<file path="src/rtl/multicycle_control_v2.sv">
// multicycle_control_v2: control FSM for a multicycle CPU datapath.
// Decodes the IR opcode and sequences fetch/decode/execute/memory/writeback.
// It drives the datapath muxes, the ALU op, and the PC, IR and register-file enables.
// Memory states can wait on a mem_ready handshake guarded by a timeout.
// HALT and ERROR are terminal states that only reset_n leaves.
// Ports:
//   clk, reset_n        rising-edge clock, asynchronous active-low reset
//   instruction         IR contents; opcode is the top WIDTH_OPCODE bits
//   zero                ALU result == 0 (branch condition)
//   mem_ready           memory access completes this cycle
//   IR_Write .. RegWrite datapath controls, decoded from state (+ zero, mem_ready)
//   halted, error       flags held for as long as the FSM sits in HALT / ERROR
//   state_dbg           current state encoding
module multicycle_control_v2 #(
  parameter int unsigned INSTRUCTION_WIDTH = 16,
  parameter int unsigned WIDTH_OPCODE      = 4,
  parameter int unsigned USE_MEM_HANDSHAKE = 1,
  parameter int unsigned MEM_TIMEOUT       = 15
) (
  input  logic                         clk,
  input  logic                         reset_n,
  input  logic [INSTRUCTION_WIDTH-1:0] instruction,
  input  logic                         zero,
  input  logic                         mem_ready,
  output logic                         IR_Write,
  output logic                         MemToReg,
  output logic                         Mem_Read_not_Write,
  output logic                         Mem_Select,
  output logic [1:0]                   PC_Source,
  output logic                         pc_write_enable,
  output logic                         alu_src_a,
  output logic [1:0]                   alu_src_b,
  output logic [2:0]                   ALUop,
  output logic                         RegWrite,
  output logic                         halted,
  output logic                         error,
  output logic [3:0]                   state_dbg
);

  localparam int unsigned CNT_W  = 8;
  localparam int unsigned OPC_LO = INSTRUCTION_WIDTH - WIDTH_OPCODE;

  localparam logic [WIDTH_OPCODE-1:0] OP_NOP  = WIDTH_OPCODE'(0);
  localparam logic [WIDTH_OPCODE-1:0] OP_ADD  = WIDTH_OPCODE'(1);
  localparam logic [WIDTH_OPCODE-1:0] OP_ADDI = WIDTH_OPCODE'(2);
  localparam logic [WIDTH_OPCODE-1:0] OP_LR   = WIDTH_OPCODE'(3);
  localparam logic [WIDTH_OPCODE-1:0] OP_SR   = WIDTH_OPCODE'(4);
  localparam logic [WIDTH_OPCODE-1:0] OP_BNE  = WIDTH_OPCODE'(5);
  localparam logic [WIDTH_OPCODE-1:0] OP_LI   = WIDTH_OPCODE'(6);
  localparam logic [WIDTH_OPCODE-1:0] OP_SUB  = WIDTH_OPCODE'(7);
  localparam logic [WIDTH_OPCODE-1:0] OP_BEQ  = WIDTH_OPCODE'(8);
  localparam logic [WIDTH_OPCODE-1:0] OP_JMP  = WIDTH_OPCODE'(9);
  localparam logic [WIDTH_OPCODE-1:0] OP_AND  = WIDTH_OPCODE'(10);
  localparam logic [WIDTH_OPCODE-1:0] OP_OR   = WIDTH_OPCODE'(11);
  localparam logic [WIDTH_OPCODE-1:0] OP_HALT = WIDTH_OPCODE'(15);

  localparam logic [2:0] ALU_ADD = 3'd0;
  localparam logic [2:0] ALU_SUB = 3'd1;
  localparam logic [2:0] ALU_AND = 3'd2;
  localparam logic [2:0] ALU_OR  = 3'd3;

  localparam logic [CNT_W-1:0] TIMEOUT_CNT = CNT_W'(MEM_TIMEOUT);

  typedef enum logic [3:0] {
    S_RESET     = 4'd0,
    S_IF        = 4'd1,
    S_ID        = 4'd2,
    S_R_EXE     = 4'd3,
    S_LR_ADDR   = 4'd4,
    S_SR_ADDR   = 4'd5,
    S_BRANCH    = 4'd6,
    S_JUMP      = 4'd7,
    S_HALT      = 4'd8,
    S_MEM_READ  = 4'd9,
    S_MEM_WB    = 4'd10,
    S_MEM_STORE = 4'd11,
    S_ALU_WB    = 4'd12,
    S_ERROR     = 4'd13
  } state_e;

  state_e                  state_q, state_d;
  logic [CNT_W-1:0]        wait_cnt_q, wait_cnt_d;
  logic [WIDTH_OPCODE-1:0] opcode;
  logic                    mem_rdy;
  logic                    mem_wait;
  logic                    take_branch;
  logic                    unused_instr_bits;

  assign opcode            = instruction[INSTRUCTION_WIDTH-1 -: WIDTH_OPCODE];
  assign unused_instr_bits = ^instruction[OPC_LO-1:0];
  assign state_dbg         = state_q;

  // Without the handshake every memory access is assumed to finish in one cycle.
  assign mem_rdy = (USE_MEM_HANDSHAKE != 0) ? mem_ready : 1'b1;

  // States that stall on memory and therefore run the timeout counter.
  assign mem_wait = ((state_q == S_IF) || (state_q == S_MEM_READ) ||
                     (state_q == S_MEM_STORE)) && !mem_rdy;

  assign take_branch = (opcode == OP_BNE) ? !zero : zero;

  // State and wait-counter registers.
  always_ff @(posedge clk or negedge reset_n) begin
    if (!reset_n) begin
      state_q    <= S_RESET;
      wait_cnt_q <= '0;
    end else begin
      state_q    <= state_d;
      wait_cnt_q <= wait_cnt_d;
    end
  end

  // Next-state and control decode.
  always_comb begin
    state_d            = state_q;
    wait_cnt_d         = '0;
    IR_Write           = 1'b0;
    MemToReg           = 1'b0;
    Mem_Read_not_Write = 1'b1;
    Mem_Select         = 1'b0;
    PC_Source          = 2'd0;
    pc_write_enable    = 1'b0;
    alu_src_a          = 1'b0;
    alu_src_b          = 2'd0;
    ALUop              = ALU_ADD;
    RegWrite           = 1'b0;
    halted             = 1'b0;
    error              = 1'b0;

    case (state_q)
      S_RESET: begin
        PC_Source       = 2'd3;
        pc_write_enable = 1'b1;
        state_d         = S_IF;
      end
      S_IF: begin
        alu_src_b       = 2'd1;
        IR_Write        = mem_rdy;
        pc_write_enable = mem_rdy;
        if (mem_rdy) state_d = S_ID;
      end
      S_ID: begin
        // PC + immediate is latched in the ALU buffer as the branch target.
        alu_src_b = 2'd2;
        case (opcode)
          OP_NOP:                                       state_d = S_IF;
          OP_ADD, OP_ADDI, OP_LI, OP_SUB, OP_AND, OP_OR: state_d = S_R_EXE;
          OP_LR:                                        state_d = S_LR_ADDR;
          OP_SR:                                        state_d = S_SR_ADDR;
          OP_BNE, OP_BEQ:                               state_d = S_BRANCH;
          OP_JMP:                                       state_d = S_JUMP;
          OP_HALT:                                      state_d = S_HALT;
          default:                                      state_d = S_ERROR;
        endcase
      end
      S_R_EXE: begin
        alu_src_a = 1'b1;
        alu_src_b = ((opcode == OP_ADDI) || (opcode == OP_LI)) ? 2'd2 : 2'd0;
        case (opcode)
          OP_SUB:  ALUop = ALU_SUB;
          OP_AND:  ALUop = ALU_AND;
          OP_OR:   ALUop = ALU_OR;
          default: ALUop = ALU_ADD;
        endcase
        state_d = S_ALU_WB;
      end
      S_ALU_WB: begin
        RegWrite = 1'b1;
        state_d  = S_IF;
      end
      S_LR_ADDR: begin
        alu_src_a = 1'b1;
        alu_src_b = 2'd2;
        state_d   = S_MEM_READ;
      end
      S_SR_ADDR: begin
        alu_src_a = 1'b1;
        alu_src_b = 2'd2;
        state_d   = S_MEM_STORE;
      end
      S_MEM_READ: begin
        Mem_Select = 1'b1;
        if (mem_rdy) state_d = S_MEM_WB;
      end
      S_MEM_WB: begin
        Mem_Select = 1'b1;
        RegWrite   = 1'b1;
        MemToReg   = 1'b1;
        state_d    = S_IF;
      end
      S_MEM_STORE: begin
        Mem_Select         = 1'b1;
        Mem_Read_not_Write = 1'b0;
        if (mem_rdy) state_d = S_IF;
      end
      S_BRANCH: begin
        alu_src_a = 1'b1;
        alu_src_b = 2'd0;
        ALUop     = ALU_SUB;
        if (take_branch) begin
          pc_write_enable = 1'b1;
          PC_Source       = 2'd1;
        end
        state_d = S_IF;
      end
      S_JUMP: begin
        PC_Source       = 2'd2;
        pc_write_enable = 1'b1;
        state_d         = S_IF;
      end
      S_HALT:  halted = 1'b1;
      S_ERROR: error  = 1'b1;
      default: state_d = S_ERROR;
    endcase

    // Stalled memory access: count, or give up once the budget is spent.
    if (mem_wait) begin
      if (wait_cnt_q == TIMEOUT_CNT) state_d = S_ERROR;
      else                           wait_cnt_d = wait_cnt_q + CNT_W'(1);
    end
  end

endmodule

</file>
<file path="config.mk">
export PLATFORM = sky130hd
export DESIGN_NAME = multicycle_control_v2
export DESIGN_NICKNAME = d
export VERILOG_FILES = /design/src/rtl/multicycle_control_v2.sv
export SDC_FILE = /design/constraint.sdc
export NUM_CORES = 1
export LEC_CHECK = 0
export ABC_CLOCK_PERIOD_IN_PS = 3550
export BUFFER_PORTS_ARGS = -buffer_cell sky130_fd_sc_hd__buf_4
export CAP_MARGIN = 20
export CORE_ASPECT_RATIO = 1.2
export CORE_UTILIZATION = 40
export DETAILED_ROUTE_END_ITERATION = 8
export PLACE_DENSITY = 0.7
export SLEW_MARGIN = 5
export SYNTH_ARGS = -nofsm -noshare
export SYNTH_HDL_FRONTEND = slang
export SYNTH_SLANG_ARGS = --single-unit
</file>
<file path="constraint.sdc">
create_clock -name clk -period 3.55 [get_ports clk]
set_input_delay 0.5325 -clock clk [delete_from_list [all_inputs] [get_ports clk]]
set_output_delay 0.5325 -clock clk [all_outputs]
set_load 0.01 [all_outputs]
</file>
Yosys cells after proc, flatten, opt, wreduce, memory -nomap -nowiden
Memories as Yosys holds them, arrays and structs flattened.
Cells that the tools add are included.
{"block": "totals", "rom_bits": 64, "memories": 1, "reg_bits": 12, "out_inout_bits": 20, "elab_cells": 63, "in_bits": 20}
{"block": "classes", "muxes": 25, "add_sub_neg": 1, "eq_ne": 20, "n_reduce_logical": 14}
{"name": "(no name shown)", "words": 16, "width": 4, "read_ports": 1, "rd_ports_with_merged_regs": 0, "wr": 0, "line_no": "145", "text": "case (opcode)"}
{"operator": "$pmux W4 S9", "count": 1}
{"operator": "$eq A4 B4 Y1 const B", "count": 8}
{"operator": "$eq A4 B3 Y1 const B", "count": 7}
{"operator": "$mux W4", "count": 5}
{"operator": "$pmux W2 S3", "count": 3}
{"operator": "$mux W8", "count": 2}
{"operator": "$eq A4 B2 Y1 const B", "count": 3}
{"operator": "$mux W1", "count": 11}
{"operator": "$add A8 B1 Y8 const B", "count": 1}
{"operator": "$eq A8 B4 Y1 const B", "count": 1}
{"operator": "$reduce_or A2 Y1", "count": 3}
{"operator": "$reduce_or A3 Y1", "count": 2}
{"operator": "$reduce_or A5 Y1", "count": 1}
{"operator": "$eq A4 B1 Y1 const B", "count": 1}
{"operator": "$logic_not A4 Y1", "count": 1}
{"operator": "$pmux W2 S2", "count": 1}
{"operator": "$reduce_or A4 Y1", "count": 1}
{"operator": "$logic_or A1 B1 Y1", "count": 3}
{"operator": "$pmux W1 S3", "count": 1}
{"operator": "$logic_not A1 Y1", "count": 2}
{"operator": "$mux W2", "count": 1}
{"operator": "$logic_and A1 B1 Y1", "count": 1}

Depth between registers and ports, before layout
{"block": "depth", "ltp_word": 5, "mapped_depth": 6, "ltp_nobuf": 6}

Worst setup path after synthesis
Ideal clock, no wire load.
{"block": "synth_timing", "path_kind": "in2out", "start": "input port instruction[15]", "end": "output port pc_write_enable", "slack_ps": 1648, "required_time_ps": 3017, "t_arrival_ps": 1369, "path_stages": 5, "cell_sequence": "clkbuf_1 > nand3b_1 > xnor2_1 > o21ai_0 > mux2i_1"}
{"block": "synth_via", "elab_chain_cells": 4}
{"item": "start, declared", "line_no": "22", "text": "input logic [INSTRUCTION_WIDTH-1:0] instruction,"}
{"item": "$eq A4 B3 Y1", "line_no": "100", "text": "assign take_branch = (opcode == OP_BNE) ? !zero : zero;"}
{"item": "$mux W1", "line_no": "100"}
{"item": "$mux W1", "line_no": "200", "text": "if (take_branch) begin"}
{"item": "$pmux W1 S3", "line_no": "130", "text": "case (state_q)"}
{"item": "end, declared", "line_no": "30", "text": "output logic pc_write_enable,"}
No other way between the ends.

Worst setup path in the final report
{"block": "layout_timing", "start": "register state_q[2] (netlist: state_dbg[2])", "end": "output port pc_write_enable"}
{"block": "layout_via", "elab_chain_cells": 3}
{"item": "start, declared", "line_no": "81", "text": "state_e state_q, state_d;"}
{"item": "start signal, assigned", "line_no": "108", "text": "state_q <= state_d;"}
{"item": "$eq A4 B3 Y1 or $logic_not A4 Y1 (tied branches)", "line_no": "130"}
{"item": "$reduce_or A2 Y1 (no line)"}
{"item": "$pmux W1 S3 (*)", "line_no": "130"}
Mark *: on every way between the ends. The rest lies on a longest branch, timed or not.

==> results.md <==
* Final cell count without fillers at 190
* Pwr Density at 637 mW/mm²
* Buffers on Ports at 26
* Status: completed
* Final wirelength at 2270 µm
* Core area at 0.00253 mm²
* Final antenna-violating net count at 0
* Asr flop ratio synth at 1.00
* Gates resized, CTS repair at 0
* First-pass GRT wire length at 3880 µm
* Final hold vios at 0
* Flop-to-flop setup slack at 1780 ps
* Antenna Diode Count at 0
* Synth Cell Area at 0.00106 mm²
* Largest net degree at the start of global routing at 22
* Clock skew at 2.89 ps
* Leakage power at 0.576 nW
* Fin. max-slew vios at 0
* Final GP Congestion at 0.754
* Global Route Usage Sum at 0.174
* Placed Cells at 186
* Setup bufs post-CTS at 0
* Setup CP Type: reg2out
* R2R depth at 4
* Worst VDD drop at 0.359 mV
* Global route overflow at 0
* Pre-antenna DRT Iters at 4
* Worst hold slack at 87.1 ps
* Post-synthesis cell count at 136
* TritonCTS clock tree: yes
* IO Count at 40
* EDFF count, synth at 0
* Design Power at 0.822 mW
* Synthesized net count at 163
* Root Driver: clkbuf_4
* Via count at 990
* Rel. slew slack at 0.578
* Clock sinks at 12
* Layout cells sized above 1 at 0.229
* Synth-to-layout area growth at 22.0%
* Avg WL per Cell at 12.0 µm
* Crit-path max FO at 21
* DP Wirelength at 1760 µm
* Vias in the first global route at 926
* Ys flop type: dfrtp_1
* CTS max path bufs at 2
* Nets at 185
* Fin crit period at 2270 ps
* Row count at 20
* DRT iter0 DRCs at 10
* Worst Tran Pin Value at 632 ps
* DRC at 0
* Final setup fails at 0
* Initial antenna violation count at 0
* Syn Area/Cell at 7.77 µm²
* Unrepaired setup endpoints after global routing: false
* Cts bufs inserted at 3
* Worst setup SP type: flip-flop
* Number of distinct library cells after synthesis at 38
* Register bit count reported by yosys at 12
* Seq/Total Area, Yosys at 0.284
* Reg clk slew, reported paths at 80 ps
* H-tree levels at 1
* Req. time, crit path at 3020 ps
* Cts hold-fix bufs at 0
* Reg2reg end: state_dbg[1]
* Die ar. at 0.00285 mm²
* Syn. warnings at 0
* Max Freq at 0.441 GHz
* Clk_lat worst skew at 270 ps
* Min-Delay Path Class: in2async
* Crit path arrival time at 1740 ps
* CP startpoint: state_dbg[2]
* Worst setup EP type: output port
* RR Startpoint: state_dbg[3]
* Maxcap violations at 0
* Fin crit share at 0.639
* Final TNS setup at 0 ps
* Vias per std cell at 5.21
* Die X at 48.9 µm
* Initial Util at 0.418
* Die H at 58.3 µm
==> how the worst max path moves through the flow <==
stage,cells after the start,endpoint
after floorplan,5,pc_write_enable
after global placement,8,pc_write_enable
after detailed placement,8,pc_write_enable
after CTS,4,pc_write_enable
after global routing,4,pc_write_enable
final,4,pc_write_enable
==> cell families after synthesis <==
| group | count (synthesis) | synth area share |
|---|---|---|
| xor gates and xnor gates | 8 | 0.0663 |
| muxes | 3 | 0.0296 |
| buffers and inverters | 13 | 0.0521 |
| DFF | 12 | 0.284 |
| adders and majority gates | 7 | 0.0828 |
| other | 1 | 0.00355 |
| and+or+nand+nor | 68 | 0.341 |
| AOI/OAI and AO/OA | 24 | 0.141 |
==> routing by layer <==
layer / GRT usage / wire length, µm / up-vias
li1: - / - / 500
met1: 0.201 / 991 / 463
met2: 0.323 / 1190 / 25
met3: 0.0181 / 83 / 2
met4: 0.0756 / 10 / 0
met5: 0 / 0 / -
==> cell type report <==
| cell class | instances | area, µm² |
|---|---|---|
| clock buffers | 4 | 36.3 |
| multi-input cells | 111 | 702 |
| repair buffers | 26 | 195 |
| fillers | 252 | 1240 |
| flip-flops and latches | 12 | 300 |
| inverters | 4 | 15.0 |
| well taps | 33 | 41.3 |
==> registers in the layout (all words and copies together) (netlist names) <==
signal / flops
state_dbg: 4
wait_cnt_q: 8
==> synth_stat cells (2+ instances only) <==
library cell,instances,share of area
nor2_1,21,0.075
dfrtp_1,12,0.28
nand2_1,11,0.039
a21oi_1,7,0.033
ha_1,7,0.083
nand2b_1,6,0.036
nor2b_1,6,0.036
nor3_1,6,0.028
o21ai_0,6,0.028
clkbuf_1,5,0.018
xnor2_1,5,0.041
a31oi_1,4,0.024
inv_1,4,0.014
nand3_1,3,0.014
xor2_1,3,0.025
and2_1,2,0.012
buf_2,2,0.0095
mux2i_1,2,0.019
nand3b_1,2,0.014
nand4b_1,2,0.017
o21ba_2,2,0.019
or2b_1,2,0.014
==> per-stage QoR <==
stage               utilization  setup WS [ps]  area [µm²]
detailed placement        0.496           1380        1250
floorplan                     -           1650        1060
global placement          0.496           1430        1250
global route              0.510           1150        1290
finish                    0.510           1280        1290
CTS                       0.510           1260        1290
==> power breakdown <==
part	leakage, nW	internal, mW	total [mW]	switching, mW
registers	0.159	0.165	0.273	0.108
logic	0.396	0.237	0.443	0.206
clock network	0.0210	0.0622	0.106	0.0438
total	0.576	0.464	0.822	0.358
==> layout by cell type (no fill, tap or decap), types with 2 or more instances in the layout <==
cell type	n
ha_1	7
nand2_1	11
xor2_1	3
a21oi_1	7
o21ai_0	6
clkbuf_4	3
nand3_1	3
nor3_1	6
xnor2_1	5
o21ba_2	2
buf_4	26
inv_1	4
nand4b_1	2
or2b_1	2
nand2b_1	6
nor2_1	21
and2_1	2
nor2b_1	6
a31oi_1	4
mux2i_1	2
nand3b_1	2
dfrtp_1	12
==> worst max-delay path: stages (launching register included) <==
cell and delay [ps]:
dfrtp_1 750, nor2b_1 290, o21ai_0 130, mux2i_1 160
buf_4 140
Note: power is estimated with default switching activity, not from simulation.
